[config.mk]
export PLATFORM = sky130hd
export DESIGN_NAME = manch_tx_ctrl
export DESIGN_NICKNAME = d
export VERILOG_FILES = /design/src/rtl/manch_tx_ctrl.sv
export SDC_FILE = /design/constraint.sdc
export NUM_CORES = 1
export LEC_CHECK = 0
export BUFFER_PORTS_ARGS = -buffer_cell sky130_fd_sc_hd__buf_2
export CORE_MARGIN = 2
export CORE_UTILIZATION = 45
export DETAILED_ROUTE_END_ITERATION = 8
export GPL_ROUTABILITY_DRIVEN = 0
export GPL_TIMING_DRIVEN = 0
export PLACE_DENSITY = 0.7
export SLEW_MARGIN = 20
export SYNTH_ARGS = -nofsm -noshare
export SYNTH_HDL_FRONTEND = slang
export SYNTH_SLANG_ARGS = --single-unit
[constraint.sdc]
create_clock -name clk -period 6.01 [get_ports clk]
set_clock_uncertainty 0.15 [all_clocks]
set_input_delay 0.601 -clock clk [delete_from_list [all_inputs] [get_ports clk]]
set_output_delay 0.601 -clock clk [all_outputs]
set_load 0.1 [all_outputs]
[src/rtl/manch_tx_ctrl.sv]
// rtl/manch_tx_ctrl.sv - Manchester TX frame sequencer (SOF, LSB-first data, optional odd parity, EOF guard)
//
// Optional feature macro: MANCH_TX_PARITY_EN (adds one odd-parity ETU per byte).
//
// Ports:
//   clk        fc/16 subcarrier clock, all logic on posedge
//   rst        asynchronous active-high reset
//   in_valid   payload byte present on in_byte
//   in_byte    payload byte
//   in_last    in_byte is the final byte of the frame
//   out_ready  holding register empty; byte taken when in_valid & out_ready
//   out_enable Manchester encoder enable
//   out_bit    encoder data bit, constant for a whole ETU
//   out_busy   controller not in IDLE
//   out_done   one-cycle pulse when a frame (including guard) completes
//   out_err    one-cycle pulse on underrun
module manch_tx_ctrl #(
    parameter int ETU_CLKS   = 8,
    parameter int GUARD_ETUS = 2
) (
    input  logic       clk,
    input  logic       rst,
    input  logic       in_valid,
    input  logic [7:0] in_byte,
    input  logic       in_last,
    output logic       out_ready,
    output logic       out_enable,
    output logic       out_bit,
    output logic       out_busy,
    output logic       out_done,
    output logic       out_err
);

    localparam int EW   = (ETU_CLKS > 2) ? $clog2(ETU_CLKS) : 1;
    localparam int CMAX = (GUARD_ETUS > 8) ? GUARD_ETUS : 8;
    localparam int BW   = $clog2(CMAX);

    typedef enum logic [2:0] {
        S_IDLE,
        S_SOF,
        S_DATA,
        S_PAR,
        S_EOF
    } state_t;

    state_t         r_state;
    state_t         w_next;
    logic [EW-1:0]  r_etu_cnt;
    logic [BW-1:0]  r_bit_cnt;
    logic [7:0]     r_shift;
    logic           r_cur_last;
    logic [7:0]     r_hold_byte;
    logic           r_hold_last;
    logic           r_hold_full;
    logic           r_done;
    logic           r_err;
`ifdef MANCH_TX_PARITY_EN
    logic           r_par;
`endif

    logic w_etu_end;
    logic w_accept;
    logic w_load;
    logic w_shift;
    logic w_eob;
    logic w_cnt_clr;
    logic w_set_done;
    logic w_set_err;
    logic w_enable;
    logic w_bit;

    assign w_etu_end = (r_etu_cnt == EW'(ETU_CLKS - 1));
    assign w_accept  = in_valid & ~r_hold_full;

    always_ff @(posedge clk or posedge rst) begin
        if (rst) begin
            r_state <= S_IDLE;
        end else begin
            r_state <= w_next;
        end
    end

    always_comb begin
        w_next     = r_state;
        w_load     = 1'b0;
        w_shift    = 1'b0;
        w_eob      = 1'b0;
        w_set_done = 1'b0;
        w_set_err  = 1'b0;
        w_enable   = 1'b0;
        w_bit      = 1'b0;
        case (r_state)
            S_IDLE: begin
                if (r_hold_full) begin
                    w_next = S_SOF;
                    w_load = 1'b1;
                end
            end
            S_SOF: begin
                w_enable = 1'b1;
                w_bit    = 1'b1;
                if (w_etu_end) w_next = S_DATA;
            end
            S_DATA: begin
                w_enable = 1'b1;
                w_bit    = r_shift[0];
                if (w_etu_end) begin
                    w_shift = 1'b1;
                    if (r_bit_cnt == BW'(7)) begin
`ifdef MANCH_TX_PARITY_EN
                        w_next = S_PAR;
`else
                        w_eob = 1'b1;
`endif
                    end
                end
            end
`ifdef MANCH_TX_PARITY_EN
            S_PAR: begin
                w_enable = 1'b1;
                w_bit    = ~r_par;
                if (w_etu_end) w_eob = 1'b1;
            end
`endif
            S_EOF: begin
                if (w_etu_end && (r_bit_cnt == BW'(GUARD_ETUS - 1))) begin
                    w_next     = S_IDLE;
                    w_set_done = 1'b1;
                end
            end
            default: w_next = S_IDLE;
        endcase
        // End-of-byte decision uses the registered hold state, so a byte
        // accepted on this same edge cannot rescue an underrun.
        if (w_eob) begin
            if (r_cur_last) begin
                w_next = S_EOF;
            end else if (r_hold_full) begin
                w_next = S_DATA;
                w_load = 1'b1;
            end else begin
                w_next    = S_EOF;
                w_set_err = 1'b1;
            end
        end
        // Back-to-back DATA keeps the state but still restarts the bit count.
        w_cnt_clr = (w_next != r_state) || w_load;
    end

    always_ff @(posedge clk or posedge rst) begin
        if (rst) begin
            r_etu_cnt   <= '0;
            r_bit_cnt   <= '0;
            r_shift     <= '0;
            r_cur_last  <= 1'b0;
            r_hold_byte <= '0;
            r_hold_last <= 1'b0;
            r_hold_full <= 1'b0;
            r_done      <= 1'b0;
            r_err       <= 1'b0;
`ifdef MANCH_TX_PARITY_EN
            r_par       <= 1'b0;
`endif
        end else begin
            r_done <= w_set_done;
            r_err  <= w_set_err;

            if (r_state == S_IDLE || w_etu_end) begin
                r_etu_cnt <= '0;
            end else begin
                r_etu_cnt <= r_etu_cnt + EW'(1);
            end

            if (w_cnt_clr) begin
                r_bit_cnt <= '0;
            end else if (w_etu_end && r_state != S_IDLE) begin
                r_bit_cnt <= r_bit_cnt + BW'(1);
            end

            if (w_load) begin
                r_shift    <= r_hold_byte;
                r_cur_last <= r_hold_last;
`ifdef MANCH_TX_PARITY_EN
                r_par      <= 1'b0;
`endif
            end else if (w_shift) begin
                r_shift <= {1'b0, r_shift[7:1]};
`ifdef MANCH_TX_PARITY_EN
                r_par   <= r_par ^ r_shift[0];
`endif
            end

            // Accept and load never coincide: load needs a full hold, accept an empty one.
            if (w_accept) begin
                r_hold_full <= 1'b1;
                r_hold_byte <= in_byte;
                r_hold_last <= in_last;
            end else if (w_load) begin
                r_hold_full <= 1'b0;
            end
        end
    end

    assign out_ready  = ~r_hold_full;
    assign out_enable = w_enable;
    assign out_bit    = w_bit;
    assign out_busy   = (r_state != S_IDLE);
    assign out_done   = r_done;
    assign out_err    = r_err;

endmodule

Word level (Yosys, flattened, before mapping):

Index checks and enable logic that the tools add are counted.

* flip-flop bits (word level): 30
* input bits: 12
* output and inout bits: 6
* word-level logic and storage cells: 62

* $add $sub $neg: 2
* equal/unequal tests: 7
* multiplexer cells: 31
* bitwise gates (word level): 2
* reductions and logical operators: 10

Operators with widths (count)
* $mux 3: 9
* $mux 1: 18
* $mux 8: 2
* $pmux 3 s4: 1
* $eq 3x3->1 const B: 3
* $add 3x1->3 const B: 2
* $eq 3x1->1 const B: 2
* $reduce_bool 2->1: 3
* $eq 3x2->1 const B: 1
* $logic_not 3->1: 1
* $ne 3x3->1: 1
* $reduce_bool 3->1: 1
* $logic_and 1x1->1: 2
* $logic_or 1x1->1: 2
* $pmux 1 s2: 1
* $reduce_or 2->1: 1
* $and 1x1->1: 1
* $not 1->1: 1

Logic depth before layout (Yosys ltp):

Gate-level depths: netlist (run 1).

* depth after elaboration: 8
* mapped depth: 9
* mapped depth without buffers: 6

Worst setup path before layout (run 1):

OpenSTA, ideal clock, no wires.

* path type: register to output
* start point: register r_state[0]
* end point: output port out_bit
* arrival: 2.213 ns
* required time: 5.259 ns
* slack: 3.046 ns
* cell stages (with the launch flop): 5
* path buffers: 1
* path through: dfrtp_1 buf_6 nor2b_1 nand2_1 a21oi_1

* word-level cells in the longest chain between the ends: 2
* elaborated cells between the ends (all ways): 3
* those cells by class: 2 x eq/ne; 1 x mux

Ends and longest elaborated chain
* from (decl): line 46 `state_t r_state;`
* from (signal assigned): line 79 `r_state <= w_next;`
* $eq 3x2->1 or $eq 3x1->1 (tied branches): line 92 `case (r_state)`
* $pmux 1 s2 *: line 92
* to (decl): line 28 `output logic out_bit,`

Mark *: on every way between the ends. The rest lies on a longest branch, timed or not.

Worst setup path after layout (run 1):

* start point: register r_state[0]
* end point: output port out_busy

* word-level cells in the longest chain between the ends: 1

Ends and longest elaborated chain
* $reduce_bool 3->1: line 207 `assign out_busy = (r_state != S_IDLE);`
* to (decl): line 29 `output logic out_busy,`

No other way between the ends.

==> impl_metrics.toml, run 1 <==
[floorplanning]
core-area_mm2 = 0.003028
io_pins = 18
num_rows = 20
die_y_um = 60.33
fp.dieW_um = 60.33
die-area_mm2 = 0.003639
start_util = 0.4715

[sta]
hold-worst-slack_ps = 192.5
max_freq_ghz = 0.4091
hold_viol_final = 0
slew-limit-headroom = 0.5824
worst_pin_slew_ps = 621.1
rsz0062_at_grt = "no"
setup_viol = 0
setup_tns_ps = 0
finalWorstSetupSlack_ps = 3565
slew_viol_final = 0
min_period_ps = 2445
fin_crit_sh = 0.4068

[route]
dr_total_vias = 979
drc = 0
vias_per_cell = 5.046
drt_iter0_markers = 23
drtPass1Iterations = 4
drtAntennaViolNets = 0
wl_per_cell_um = 11.93
routed_wl_um = 2315

[layout]
fill_cells = 282
final_nets = 166
fin_cells = 194
areaGrowthSynthToFinish_pct = 14.02
diodes = 0
final_util = 0.5376
drive_above_1_share = 0.2933

[run]
cap_viol_max_count = 0

[logic_synthesis]
netlist_instances = 125
synthesis.nets = 142
synth_warnings = 0
ys_ff_latch = 30
netlist-cell-type-count = 30
syn_area_mm2 = 0.001428
avgSynthCellArea_um2 = 11.42
yosysSeqAreaShare = 0.5259

[critical_path]
path_buf_inv = 3
end_kind = "primary output"
cp_slowest_stage_delay_ps = 460
crit_family = "buffers and inverters"
required_ps = 5260
path_max_fanout = 10
startpoint_type = "flip-flop"
worstPathCellList = "buf_6 -> nor3_1 -> inv_1 -> buf_2"
cp.arrival_ps = 1690
slowest_stage = "nor3_1"
path_class = "reg2out"

[place]
place_inst = 186
dp_slack_ps = 3846
dp_hpwl_um = 1683
io_buffers = 17

[clock_network]
cts-resized-gates = 0
htreeDepth = 2
cts_hold_buf = 0
cts_tree = "built"
cts_root_buf = "clkbuf_4"
clk_latency_ps = 320
post_cts_buffers = 0
clk_path_buf_depth = 2
cts_sinks = 30
cts_buffers = 5
clk_pin_slew_worst_paths_ps = 90

[pwr]
p_leak_uw = 0.0007591
irDropWorstVdd_mv = 0.1836
power.density_mw_per_mm2 = 249.3

[global_routing]
grt_max_degree = 31
grt_pass1_wl_um = 4222
antenna_found_initial = 0
grt_overflow = 0
grt_pass1_vias = 977
grt_usage = 0.1624

[min_path]
hp-class = "in2async"

[outcome]
status = "complete, no violations"
[per-layer routing]
layer | routed length [um] | vias to the layer above | GRT usage
met4 | 37 | 0 | 0.05714
met5 | 0 | - | 0
li1 | - | 488 | -
met3 | 125 | 5 | 0.06494
met1 | 1021 | 468 | 0.1986
met2 | 1130 | 18 | 0.2609
[logic make-up (layout without fill, tap and decap cells)]
| family | count (synthesis) | in the layout | share of synthesized area |
|---|---|---|---|
| AO/OA/AOI/OAI | 21 | 21 | 0.09378 |
| XOR/XNOR | 1 | 1 | 0.006136 |
| adder cells (fa/ha/maj) | 5 | 5 | 0.04382 |
| buffers and inverters | 11 | 36 | 0.05608 |
| flip-flops | 30 | 30 | 0.5259 |
| multiplexers | 18 | 18 | 0.1350 |
| AND/OR/NAND/NOR | 39 | 39 | 0.1394 |
[registers in the layout (all words and copies together), names as in the netlist]
| register | flops |
|---|---|
| r_hold_byte | 8 |
| r_shift | 8 |
| r_bit_cnt | 3 |
| r_etu_cnt | 3 |
| r_state | 3 |
| out_done | 1 |
| out_err | 1 |
| r_cur_last | 1 |
| r_hold_full | 1 |
| r_hold_last | 1 |
[worst register-to-register path, cell delays in order (launching register included)]
cell and delay [ps]:
dfrtp_1 390, ha_1 210, ha_1 190, buf_6 140, and4bb_4 190, buf_6 140, a32o_2 330, buf_6 160
nor3_1 180
[synth_stat cells]
| master | number | area share |
|---|---|---|
| a21oi_1 | 3 | 0.011 |
| xor2_1 | 1 | 0.0061 |
| nand3b_1 | 1 | 0.0053 |
| buf_2 | 1 | 0.0035 |
| o21ai_0 | 9 | 0.032 |
| and3_1 | 1 | 0.0044 |
| mux2i_1 | 8 | 0.056 |
| dfrtp_1 | 30 | 0.53 |
| and2b_1 | 1 | 0.0053 |
| a32o_2 | 1 | 0.0079 |
| a211oi_1 | 1 | 0.0053 |
| a22o_1 | 1 | 0.0061 |
| inv_1 | 4 | 0.011 |
| nand2_1 | 14 | 0.037 |
| o31ai_1 | 2 | 0.011 |
| and4bb_4 | 1 | 0.011 |
| nor2_1 | 6 | 0.016 |
| and3b_1 | 1 | 0.0061 |
| nor3_1 | 8 | 0.028 |
| mux2_2 | 10 | 0.079 |
| buf_6 | 5 | 0.039 |
| o21a_1 | 1 | 0.0053 |
| ha_1 | 5 | 0.044 |
| o22ai_1 | 1 | 0.0044 |
| clkbuf_1 | 1 | 0.0026 |
| nand2b_1 | 1 | 0.0044 |
| o21bai_1 | 1 | 0.0053 |
| o21ba_2 | 1 | 0.0070 |
| nor2b_1 | 3 | 0.013 |
| and2_1 | 2 | 0.0088 |
[path summary, 6_finish.rpt]
| path | start | end | slack [ps] | cells past startpoint |
|---|---|---|---|---|
| setup reg to reg | r_etu_cnt[0] | r_bit_cnt[0] | 3850 | 8 |
| max in group asynchronous | rst | r_etu_cnt[1] | 5120 | 2 |
| setup / recovery | r_state[0] | out_busy | 3570 | 4 |
| hold reg to reg | r_etu_cnt[0] | r_etu_cnt[0] | 300 | 1 |
| min in group clk | r_etu_cnt[0] | r_etu_cnt[0] | 300 | 1 |
| hold / removal | rst | r_shift[5] | 190 | 2 |
[layout by cell type, fill, tap and decap left out, types with 2 or more instances in the layout]
master and n:
dfrtp_1 30, buf_2 18, nand2_1 14, mux2_2 10
o21ai_0 9, mux2i_1 8, nor3_1 8, nor2_1 6
buf_6 5, ha_1 5, clkbuf_4 5, nor2b_1 3
a21oi_1 3, inv_1 3, o31ai_1 2, clkbuf_1 2
and2_1 2
[power by group]
part           total [uW]  internal, uW  leakage [uW]  switching [uW]
Clock                 121          56.6     0.0000353            64.5
Sequential            241           227      0.000375            13.6
Combinational        43.9          23.6      0.000349            20.2
[final cells by class]
| cell class | instances | area [um^2] | share of cell area |
|---|---|---|---|
| inverters | 4 | 15.01 | 0.009224 |
| clock inverters | 1 | 5.005 | 0.003075 |
| multi-input cells | 84 | 596.8 | 0.3666 |
| plain buffers | 7 | 65.06 | 0.03997 |
| clock buffers | 7 | 55.05 | 0.03382 |
| flip-flops and latches | 30 | 750.7 | 0.4612 |
| repair buffers | 17 | 85.08 | 0.05227 |
| well taps | 44 | 55.05 | 0.03382 |
[stage by stage]
step	area [um^2]	power, uW
final	1628	405.7
after global routing	1628	427.8
after CTS	1628	413.4
after detailed placement	1568	290.3
after global placement	1568	287.2
after floorplan	1428	277.4
Power figures use the tool's default switching activity.
==> run 2, diff against run 1 <==
--- a/config.mk
+++ b/config.mk
@@ -5,13 +5,14 @@
 export SDC_FILE = /design/constraint.sdc
 export NUM_CORES = 1
 export LEC_CHECK = 0
+export ABC_AREA = 1
 export BUFFER_PORTS_ARGS = -buffer_cell sky130_fd_sc_hd__buf_2
 export CORE_MARGIN = 2
 export CORE_UTILIZATION = 45
 export DETAILED_ROUTE_END_ITERATION = 8
 export GPL_ROUTABILITY_DRIVEN = 0
 export GPL_TIMING_DRIVEN = 0
-export PLACE_DENSITY = 0.7
+export PLACE_DENSITY = 0.69
 export SLEW_MARGIN = 20
 export SYNTH_ARGS = -nofsm -noshare
 export SYNTH_HDL_FRONTEND = slang
==> constraint.sdc (replaced) <==
create_clock -name clk -period 2.55 [get_ports clk]
set_clock_uncertainty 0.15 [all_clocks]
set_input_delay 0.255 -clock clk [delete_from_list [all_inputs] [get_ports clk]]
set_output_delay 0.255 -clock clk [all_outputs]
set_load 0.1 [all_outputs]
==> impl_metrics.toml, run 2 <==
[route]
drc = 0
drtAntennaViolNets = 0
drtPass1Iterations = 5
drt_iter0_markers = 13
dr_total_vias = 1078
vias_per_cell = 4.878
routed_wl_um = 2455
wl_per_cell_um = 11.11

[logic_synthesis]
avgSynthCellArea_um2 = 9.761
synth_top_area_share = 0.5093
yosysTopAreaCell = "dfrtp_1"
synth_mux_area_frac = 0.05348
netlist_instances = 151
synth_edf_count = 0
async_flop_share = 1.000
yosysSeqAreaShare = 0.5093
synth_xor_area_frac = 0.005942
yosys.area_share.simple = 0.2606
syn_area_mm2 = 0.001474
synthesis.nets = 168
ys_ff_latch = 30
synth_top_family_by_area = "simple AND/OR/NAND/NOR gates"
yosys.area_share.adder = 0.04244
synth_warnings = 0
synth_ff_type = "dfrtp_1"
synth.top_cells.by_count = "30 x dfrtp_1, 27 x nand3_1, 23 x nand2_1"
netlist-cell-type-count = 25
synth_compound_area_frac = 0.04160
yosysMostFrequentCell = "dfrtp_1"
synth_area_leaders = "dfrtp_1 51%, nand3_1 9.2%, nand2_1 5.9%"

[sta]
slew-limit-headroom = 0.5866
min_period_ps = 2103
rsz0062_at_grt = "no"
worst_pin_slew_ps = 619.2
slew_viol_final = 0
max_freq_ghz = 0.4756
fin_crit_sh = 0.8245
setup_tns_ps = 0
setup_viol = 0
hold-worst-slack_ps = 13.80
hold_viol_final = 0

[floorplanning]
core-area_mm2 = 0.003078
start_util = 0.4789
die_y_um = 61.23
fp.dieW_um = 61.23
io_pins = 18
die-area_mm2 = 0.003749
num_rows = 20

[critical_path]
path_class = "reg2out"
r2r-end = "r_shift[2]"
startpoint_type = "flip-flop"
timing.rr.start = "r_etu_cnt[0]"
end_kind = "primary output"
slowest_stage = "dfrtp_1"
required_ps = 2140
crit_top_cell = "nand2_1"
worstPathCellList = "nor2_4 -> nand2_1 -> inv_1 -> nand2_1 -> nand2_1 -> buf_2"
reg2reg_setup_slack_ps = 640
path_max_fanout = 4
r2r_cells = 11
cp.arrival_ps = 1700
cp_slowest_stage_delay_ps = 460

[pwr]
p_sw_uw = 215.3
irDropWorstVdd_mv = 0.3369
p_leak_uw = 0.0008872
power.density_mw_per_mm2 = 539.1
internal_power_uw = 698.7
comb_power_share = 0.101
power_frac_seq = 0.602
pwr-share-clk = 0.297
switching_share = 0.2355

[clock_network]
post_cts_buffers = 0
cts-resized-gates = 0
cts_root_buf = "clkbuf_4"
clk_pin_slew_worst_paths_ps = 90
clk_path_buf_depth = 2
clk_latency_ps = 320
cts_buffers = 5
cts_sinks = 30
cts_tree = "built"
htreeDepth = 2

[min_path]
hold_path_depth = 2
hp-class = "in2reg"
min_from = "in_byte[6]"
hold_end = "r_hold_byte[6]"

[layout]
areaGrowthSynthToFinish_pct = 15.03
drive_above_1_share = 0.2712
final_common_cell = "dfrtp_1"
layout_common_cells = "30 x dfrtp_1, 27 x nand3_1, 23 x nand2_1, 17 x inv_1, 17 x buf_2"
diodes = 0
seq_area_um2 = 750.7
final_nets = 195
final_util = 0.5508
top_regs = "r_hold_byte: 8 flops, r_shift: 8 flops"
multi_input_area_um2 = 595.6
fill_cells = 289

[global_routing]
grt_pass1_vias = 1066
grt_max_degree = 31
grt_usage = 0.1620
grt_pass1_wl_um = 4360
grt_overflow = 0
antenna_found_initial = 0

[place]
dp_hpwl_um = 1820
io_buffers = 17

[run]
cap_viol_max_count = 0

[outcome]
status = "complete, no violations"
## run 2: cell types whose count changed after synthesis, moves of 6 or more
cell	delta
nor2_1	+6
mux2i_1	-8
nand3_1	+27
nor3_1	-7
inv_1	+14
nand2_1	+9
## run 2: area by class of cell
type,count,share of cell area
clock buffer,6,0.03026
multi-input combinational,95,0.3513
tap,44,0.03247
timing repair buffer,20,0.06790
buffer,3,0.02288
sequential,30,0.4428
inverter,23,0.05240
## run 2: worst max-delay path: cells and delay by family, from the launching register on
kind / cells / cell delay [ps]
buffers and inverters: 2 / 510
DFF: 1 / 460
and+or+nand+nor: 4 / 400
## run 2: cell families after synthesis
kind of cell / count (synthesis)
AND/OR/NAND/NOR: 72
XOR/XNOR: 1
multiplexers: 7
AO/OA/AOI/OAI: 10
adder cells (fa/ha/maj): 5
flip-flops: 30
buffers and inverters: 26
## run 2: worst max path at each step
stage                 startpoint  cells past startpoint            to  slack [ps]
floorplan             r_state[0]                      7  r_bit_cnt[1]         550
global placement    r_etu_cnt[0]                     11    r_shift[3]         690
detailed placement  r_etu_cnt[0]                     11    r_shift[4]         630
CTS                   r_state[2]                      6       out_bit         440
global route          r_state[1]                      7       out_bit         360
finish                r_state[2]                      6       out_bit         450
## run 2: stage by stage
step	setup slack (ps)	cells	instance area (um^2)	power, uW
global route	362.0	221	1695	964.4
CTS	441.7	218	1665	923.3
floorplan	545.4	151	1474	626.4
global placement	687.3	212	1614	646.4
finish	447.4	221	1695	914.0
detailed placement	625.9	212	1614	651.8
## run 2: power by group through the flow
stage	Sequential (uW)	Clock [uW]	Combinational (uW)
after detailed placement	561	0	90.6
after global placement	559	0	87.8
after global routing	557	305	103
after CTS	551	281	90.6
after floorplan	554	0	72.5
final	551	272	91.9
## run 2: timing repair
action	CTS	global route
endpoints found under the setup margin	0	0
endpoints found under the hold margin	0	32
hold buffers	0	3
## run 2: routing by layer
metal | vias to the layer above | part of all wire | track usage
met4 | 0 | 0.017 | 0.06522
met2 | 21 | 0.53 | 0.2705
met5 | - | 0 | 0
li1 | 544 | - | -
met1 | 508 | 0.42 | 0.1867
met3 | 5 | 0.038 | 0.06303
